[src/rtl/fir_tap_mac.sv]
// Four-tap signed Q1.7 multiply-accumulate core for the FIR filter.
// Taps are accumulated serially. The result is rounded, saturated to Q3.7 and flagged with a one-cycle done pulse.
module fir_tap_mac (
  input  logic       clk,
  input  logic       rst_n,
  input  logic       mac_enable,
  input  logic [7:0] h_0,
  input  logic [7:0] h_1,
  input  logic [7:0] h_2,
  input  logic [7:0] h_3,
  input  logic [7:0] data_0,
  input  logic [7:0] data_1,
  input  logic [7:0] data_2,
  input  logic [7:0] data_3,
  output logic [9:0] data_out,
  output logic       mac_done
);

  typedef enum logic [1:0] {IDLE, ACC, FIN, HOLD} state_e;

  state_e             state_q, state_d;
  logic signed [17:0] acc_q, acc_d;
  logic [1:0]         idx_q, idx_d;
  logic [3:0][7:0]    h_q, h_d;
  logic [3:0][7:0]    x_q, x_d;
  logic [9:0]         data_out_q, data_out_d;
  logic               mac_done_q, mac_done_d;

  logic signed [15:0] h_ext, x_ext, prod;
  logic signed [17:0] prod_ext;
  logic signed [18:0] rnd;
  logic signed [11:0] shifted;
  logic [9:0]         sat;

  always_comb begin
    h_ext    = {{8{h_q[idx_q][7]}}, h_q[idx_q]};
    x_ext    = {{8{x_q[idx_q][7]}}, x_q[idx_q]};
    prod     = h_ext * x_ext;
    prod_ext = {{2{prod[15]}}, prod};
    // Round half up, then take bits [18:7] as the arithmetic shift right by 7.
    rnd      = {acc_q[17], acc_q} + 19'sd64;
    shifted  = rnd[18:7];
    if (shifted > 12'sd511) begin
      sat = 10'h1FF;
    end else if (shifted < -12'sd512) begin
      sat = 10'h200;
    end else begin
      sat = shifted[9:0];
    end
  end

  always_comb begin
    state_d    = state_q;
    acc_d      = acc_q;
    idx_d      = idx_q;
    h_d        = h_q;
    x_d        = x_q;
    data_out_d = data_out_q;
    mac_done_d = 1'b0;
    case (state_q)
      IDLE: begin
        if (mac_enable) begin
          h_d     = {h_3, h_2, h_1, h_0};
          x_d     = {data_3, data_2, data_1, data_0};
          acc_d   = '0;
          idx_d   = '0;
          state_d = ACC;
        end
      end
      ACC: begin
        acc_d = acc_q + prod_ext;
        idx_d = idx_q + 2'd1;
        if (idx_q == 2'd3) begin
          state_d = FIN;
        end
      end
      FIN: begin
        data_out_d = sat;
        mac_done_d = 1'b1;
        state_d    = HOLD;
      end
      HOLD: begin
        if (!mac_enable) begin
          state_d = IDLE;
        end
      end
      default: state_d = IDLE;
    endcase
  end

  always_ff @(posedge clk) begin
    if (rst_n) begin
      state_q    <= IDLE;
      acc_q      <= '0;
      idx_q      <= '0;
      h_q        <= '0;
      x_q        <= '0;
      data_out_q <= '0;
      mac_done_q <= 1'b0;
    end else begin
      state_q    <= state_d;
      acc_q      <= acc_d;
      idx_q      <= idx_d;
      h_q        <= h_d;
      x_q        <= x_d;
      data_out_q <= data_out_d;
      mac_done_q <= mac_done_d;
    end
  end

  assign data_out = data_out_q;
  assign mac_done = mac_done_q;

endmodule

[config.mk]
export PLATFORM = sky130hd
export DESIGN_NAME = fir_tap_mac
export DESIGN_NICKNAME = d
export VERILOG_FILES = /design/src/rtl/fir_tap_mac.sv
export SDC_FILE = /design/constraint.sdc
export NUM_CORES = 1
export LEC_CHECK = 0
export ABC_AREA = 1
export CORE_ASPECT_RATIO = 0.9
export CORE_MARGIN = 1
export CORE_UTILIZATION = 53
export CTS_BUF_LIST = sky130_fd_sc_hd__clkbuf_16
export CTS_CLUSTER_DIAMETER = 200
export DETAILED_ROUTE_END_ITERATION = 16
export MAX_ROUTING_LAYER = met4
export PLACE_DENSITY = 0.78
export SYNTH_ARGS = -nofsm -noshare
export SYNTH_HDL_FRONTEND = slang
export SYNTH_SLANG_ARGS = --single-unit
[constraint.sdc]
create_clock -name clk -period 6.2 [get_ports clk]
set_clock_uncertainty 0.15 [all_clocks]
set_input_delay 1.24 -clock clk [delete_from_list [all_inputs] [get_ports clk]]
set_output_delay 1.24 -clock clk [all_outputs]
set_load 0.02 [all_outputs]
# ---- Yosys cells after proc, flatten, opt, wreduce, memory -nomap -nowiden
# Cells that the tools add are included.
dict set report totals {
  elab_cells 47
  reg_bits 97
  out_inout_bits 11
}
dict set report classes {
  n_reduce_logical 5
  magnitude_cmp 3
  n_mul 1
  n_eq_ne 7
  mux 15
  n_addsub 3
}
# operator count
set op_table {}
lappend op_table {{$pmux W18 S2} 1}
lappend op_table {{$bmux W8 S2} 2}
lappend op_table {{$mux W10} 2}
lappend op_table {{$add A18 B8 Y19 const B} 1}
lappend op_table {{$add A18 B16 Y18} 1}
lappend op_table {{$mux W18} 1}
lappend op_table {{$mul A8 B8 Y16} 1}
lappend op_table {{$mux W8} 2}
lappend op_table {{$gt A12 B10 Y1 const B} 1}
lappend op_table {{$lt A12 B10 Y1 const B} 1}
lappend op_table {{$mux W2} 4}
lappend op_table {{$pmux W2 S4} 1}
lappend op_table {{$eq A2 B2 Y1 const B} 3}
lappend op_table {{$ne A2 B2 Y1 const B} 3}
lappend op_table {{$pmux W2 S2} 1}
lappend op_table {{$reduce_and A2 Y1} 2}
lappend op_table {{$lt A2 B3 Y1 const B} 1}
lappend op_table {{$reduce_and A3 Y1} 1}
lappend op_table {{$add A2 B1 Y2 const B} 1}
lappend op_table {{$eq A2 B1 Y1 const B} 1}
lappend op_table {{$logic_not A2 Y1} 1}
lappend op_table {{$reduce_bool A2 Y1} 1}
lappend op_table {{$mux W1} 1}

# ---- Logic depth before layout (Yosys ltp)
dict set report depth {
  depth_word 5
  ltp_mapped 28
}

# ---- Worst setup path after synthesis
# No wires, ideal clock.
dict set report synth_path {
  path_kind {reg2reg}
  startpoint {reg idx_q[0]}
  endpoint {reg acc_q[12]}
  path_stages_with_launch 23
  required_time_ns 5.918
  setup_slack_ns 0.428
  arrival_ns 5.490
  setup_ns 0.132
  path_cell_list {dfxtp_1 buf_4 clkinv_2 buf_4 nand2_1 a32oi_2 inv_1 nor2_1 inv_1 fa_1 inv_1 fa_1 fa_1 fa_1 fa_1 ha_1 a21oi_1 nand2_1 nand3_1 nand2_1 or2_2 nand3_1 a21oi_1}
}
dict set report synth_via {
  elab_chain_len 5
  word_cells_on_any_way 7
}
# element line_no
set synth_rtl {}
lappend synth_rtl {{start, declared} 23} ;# logic [1:0] idx_q, idx_d;
lappend synth_rtl {{start signal, assigned} 103} ;# idx_q <= idx_d;
lappend synth_rtl {{$bmux W8 S2, on equally long branches} {36, 37}}
lappend synth_rtl {{$mux W8, on equally long branches} {36, 37}}
lappend synth_rtl {{$mul A8 B8 Y16 (*)} 38} ;# prod = h_ext * x_ext;
lappend synth_rtl {{$add A18 B16 Y18 (*)} 71} ;# acc_d = acc_q + prod_ext;
lappend synth_rtl {{$pmux W18 S2 (*)} 60} ;# case (state_q)
lappend synth_rtl {{end signal, assigned} 94} ;# acc_q <= '0;
lappend synth_rtl {{end signal, assigned} 102} ;# acc_q <= acc_d;
lappend synth_rtl {{end, declared} 22} ;# logic signed [17:0] acc_q, acc_d;
# Mark *: on every way between the ends. The rest lies on a longest branch, timed or not. The select of a mux whose other input is x is not followed.
# A chain may end at the register's enable or synchronous reset.

# ---- Worst setup path in the final report
# Same ends and word-level chain as after synthesis.

==> flow_metrics.py <==
metrics = {
    "die": {
        "rows": 40,
        "die_w_um": 127.5,
        "coreArea_um2": 13560,
        "dieArea_um2": 14640,
        "start_util": 0.5535,
        "boundaryPins": 78,
        "dieHeight_um": 114.9,
    },
    "final_layout": {
        "layout.nets": 1251,
        "drive_gt1_frac": 0.04623,
        "seq_area_um2": 1942,
        "syn_to_final_growth_pct": 16.15,
        "num-fill-cells": 1191,
        "multi_input_comb_area_um2": 4838,
        "final_cells": 1249,
        "layout_commonest_cell": "nor2_1",
        "mostFrequentLayoutCells": "nor2_1 (189), nand2_1 (171), inv_1 (143)",
        "antenna_cells": 0,
    },
    "sta": {
        "clock.fmax_mhz": 173.8,
        "worst_slew_pin_slew_ns": 1.039,
        "fin_crit_sh": 0.9279,
        "tns_ns": 0,
        "slew_violations": 0,
        "min_period_ns": 5.753,
        "setup_violations": 0,
        "whs_ns": 0.3169,
        "final_hold_viol_count": 0,
        "grt_setup_unrepaired": "false",
        "slew_headroom": 0.3063,
    },
    "logic_synthesis": {
        "synthArstFlopShare": 0,
        "synth_cell_types": 40,
        "synth_edf_count": 0,
        "synthFlopType": "dfxtp_1",
        "synth_seq_area_share": 0.2587,
        "syn_nets": 1188,
        "synthCells": 993,
        "netlist_area_um2": 7507,
        "ys_warn_count": 0,
        "synth_area_per_cell_um2": 7.560,
        "synth.ff_latch_count": 97,
    },
    "critical_path": {
        "critPathMaxFanout": 35,
        "crit_path_start_kind": "flop",
        "crit_start": "idx_q[0]$_SDFFE_PP0P_",
        "path_class": "flop to flop",
        "arrival_ns": 5.80,
        "rr_startpoint": "idx_q[0]$_SDFFE_PP0P_",
        "end_kind": "flop",
        "cp.required_ns": 6.25,
    },
    "global_routing": {
        "grt_antenna_before_repair": 0,
        "grt_max_degree": 76,
        "grt-ovfl-total": 0,
        "grt.busiest_layer": "met2",
        "grt_pass1_vias": 6015,
        "use_met1": 0.3466,
        "grtUsageMet2": 0.4281,
        "grt_usage": 0.2659,
        "grt_first_pass_wirelength_um": 29300,
        "met3_usage": 0.06235,
    },
    "job": {
        "drv_cap": 0,
    },
    "clock_network": {
        "htreeDepth": 3,
        "clock-root-buffer": "clkbuf_16",
        "hold_buffers": 0,
        "clockBufferDepth": 2,
        "clock-sinks": 97,
        "clkLatencyLatePin_ns": 0.36,
        "cts_tree": "done",
        "cts.repair.resized": 0,
        "post-cts-setup-buffers": 0,
        "clk_pin_slew_ns": 0.07,
        "numCtsBuffers": 9,
    },
    "placed_design": {
        "place_inst": 1234,
        "dp.final_hpwl_um": 13070,
        "gp_congestion": 0.9205,
        "io_buffers": 77,
    },
    "power": {
        "seqPwrFrac": 0.221,
        "power.switching_mw": 2.129,
        "combPwrFrac": 0.657,
        "p_per_area_nw_per_um2": 491.5,
        "p_sw_frac": 0.4967,
        "ir_drop_uv": 369.2,
        "clkPwrFrac": 0.122,
        "p_int_mw": 2.157,
        "p_leak_nw": 4.077,
    },
    "route": {
        "wl_um": 16850,
        "drt-pass1-iter-count": 6,
        "wl_per_cell_um": 13.49,
        "vias_per_cell": 5.079,
        "drtAntennaViolNets": 0,
        "vias": 6344,
        "drc": 0,
        "drtIter0Drc": 508,
    },
    "worst_hold_path": {
        "hp-start": "data_out[9]$_SDFFE_PP0P_",
        "hold_path.class": "flop to flop",
    },
    "outcome": {
        "status": "finished clean",
    },
}
[per-stage QoR]
step           setup WS (ns)  total power, mW  instance area [µm²]    util
2_1_floorplan         0.4282            3.097                 7507       -
3_3_place_gp          0.5092            3.699                 8451  0.6231
3_5_place_dp          0.4708            3.771                 8451  0.6231
4_1_cts               0.4560            4.308                 8720  0.6429
5_1_grt              0.03192            4.849                 8720  0.6429
6_report              0.4468            4.285                 8720  0.6429
[worst paths after layout]
| path | to | slack, ns | cells past startpoint |
|---|---|---|---|
| min reg2reg | data_out[9]$_SDFFE_PP0P_ | 0.32 | 2 |
| min | data_out[9]$_SDFFE_PP0P_ | 0.32 | 2 |
| max reg2reg | acc_q[12]$_SDFFE_PP0P_ | 0.45 | 18 |
| max | acc_q[12]$_SDFFE_PP0P_ | 0.45 | 18 |
[power by group through the flow]
stage / sequential [mW] / combinational [mW] / clock (mW)
6_report: 0.945 / 2.82 / 0.523
2_1_floorplan: 0.942 / 2.15 / 0
3_5_place_dp: 0.959 / 2.81 / 0
4_1_cts: 0.947 / 2.83 / 0.529
3_3_place_gp: 0.956 / 2.74 / 0
5_1_grt: 0.972 / 3.32 / 0.555
[cell type report]
type                    instances  area share
clock buffers                   9     0.02583
multi-input cells             711      0.5549
repair buffers                 90      0.1010
clock inverters                 6    0.005022
inverters                     147     0.06342
well taps                     189     0.02712
flip-flops and latches         97      0.2227
[flip-flops by register name (all words and copies together), names as in the netlist]
| name | flops |
|---|---|
| state_q | 2 |
| h_q | 32 |
| x_q | 32 |
| acc_q | 18 |
| mac_done | 1 |
| idx_q | 2 |
| data_out | 10 |
[Yosys cell counts (10+ instances only)]
cell type | number | area [µm²]
nand3_1 | 28 | 140.1
dfxtp_1 | 97 | 1942
clkbuf_1 | 24 | 90.09
fa_1 | 80 | 1602
a21oi_1 | 58 | 290.3
a32oi_1 | 11 | 96.34
nand2_1 | 171 | 641.9
inv_1 | 142 | 533.0
o21ai_0 | 85 | 425.4
ha_1 | 48 | 600.6
buf_2 | 10 | 50.05
nor2_1 | 189 | 709.4
[worst max-delay path, stage by stage, from the launching register on]
cell,delay [ns]
dfxtp_1,0.35
buf_4,0.34
nand2_1,0.09
a32oi_1,0.58
nand2_1,0.17
fa_1,0.54
fa_1,0.50
inv_1,0.06
fa_1,0.50
fa_1,0.57
fa_1,0.42
ha_1,0.37
a21oi_1,0.21
nand2_1,0.14
nand3_1,0.10
nand2_1,0.09
or2_2,0.28
nand3_1,0.07
a21oi_1,0.07
[metal layers]
layer,part of all wire,vias up,wire (µm)
li1,-,3249,-
met1,0.46,2912,7813
met2,0.47,165,7839
met3,0.060,18,1010
met4,0.011,0,185
met5,0,-,0
[cell families (layout without fill, tap and decap cells)]
kind of cell | after synthesis | in the layout | share of synthesized area
XOR/XNOR | 4 | 4 | 0.004668
AO/OA/AOI/OAI | 170 | 170 | 0.1287
flip-flops | 97 | 97 | 0.2587
buffers and inverters | 185 | 252 | 0.09683
adder cells (fa/ha/maj) | 128 | 128 | 0.2933
AND/OR/NAND/NOR | 409 | 409 | 0.2178
(Power assumes the default switching activity.)
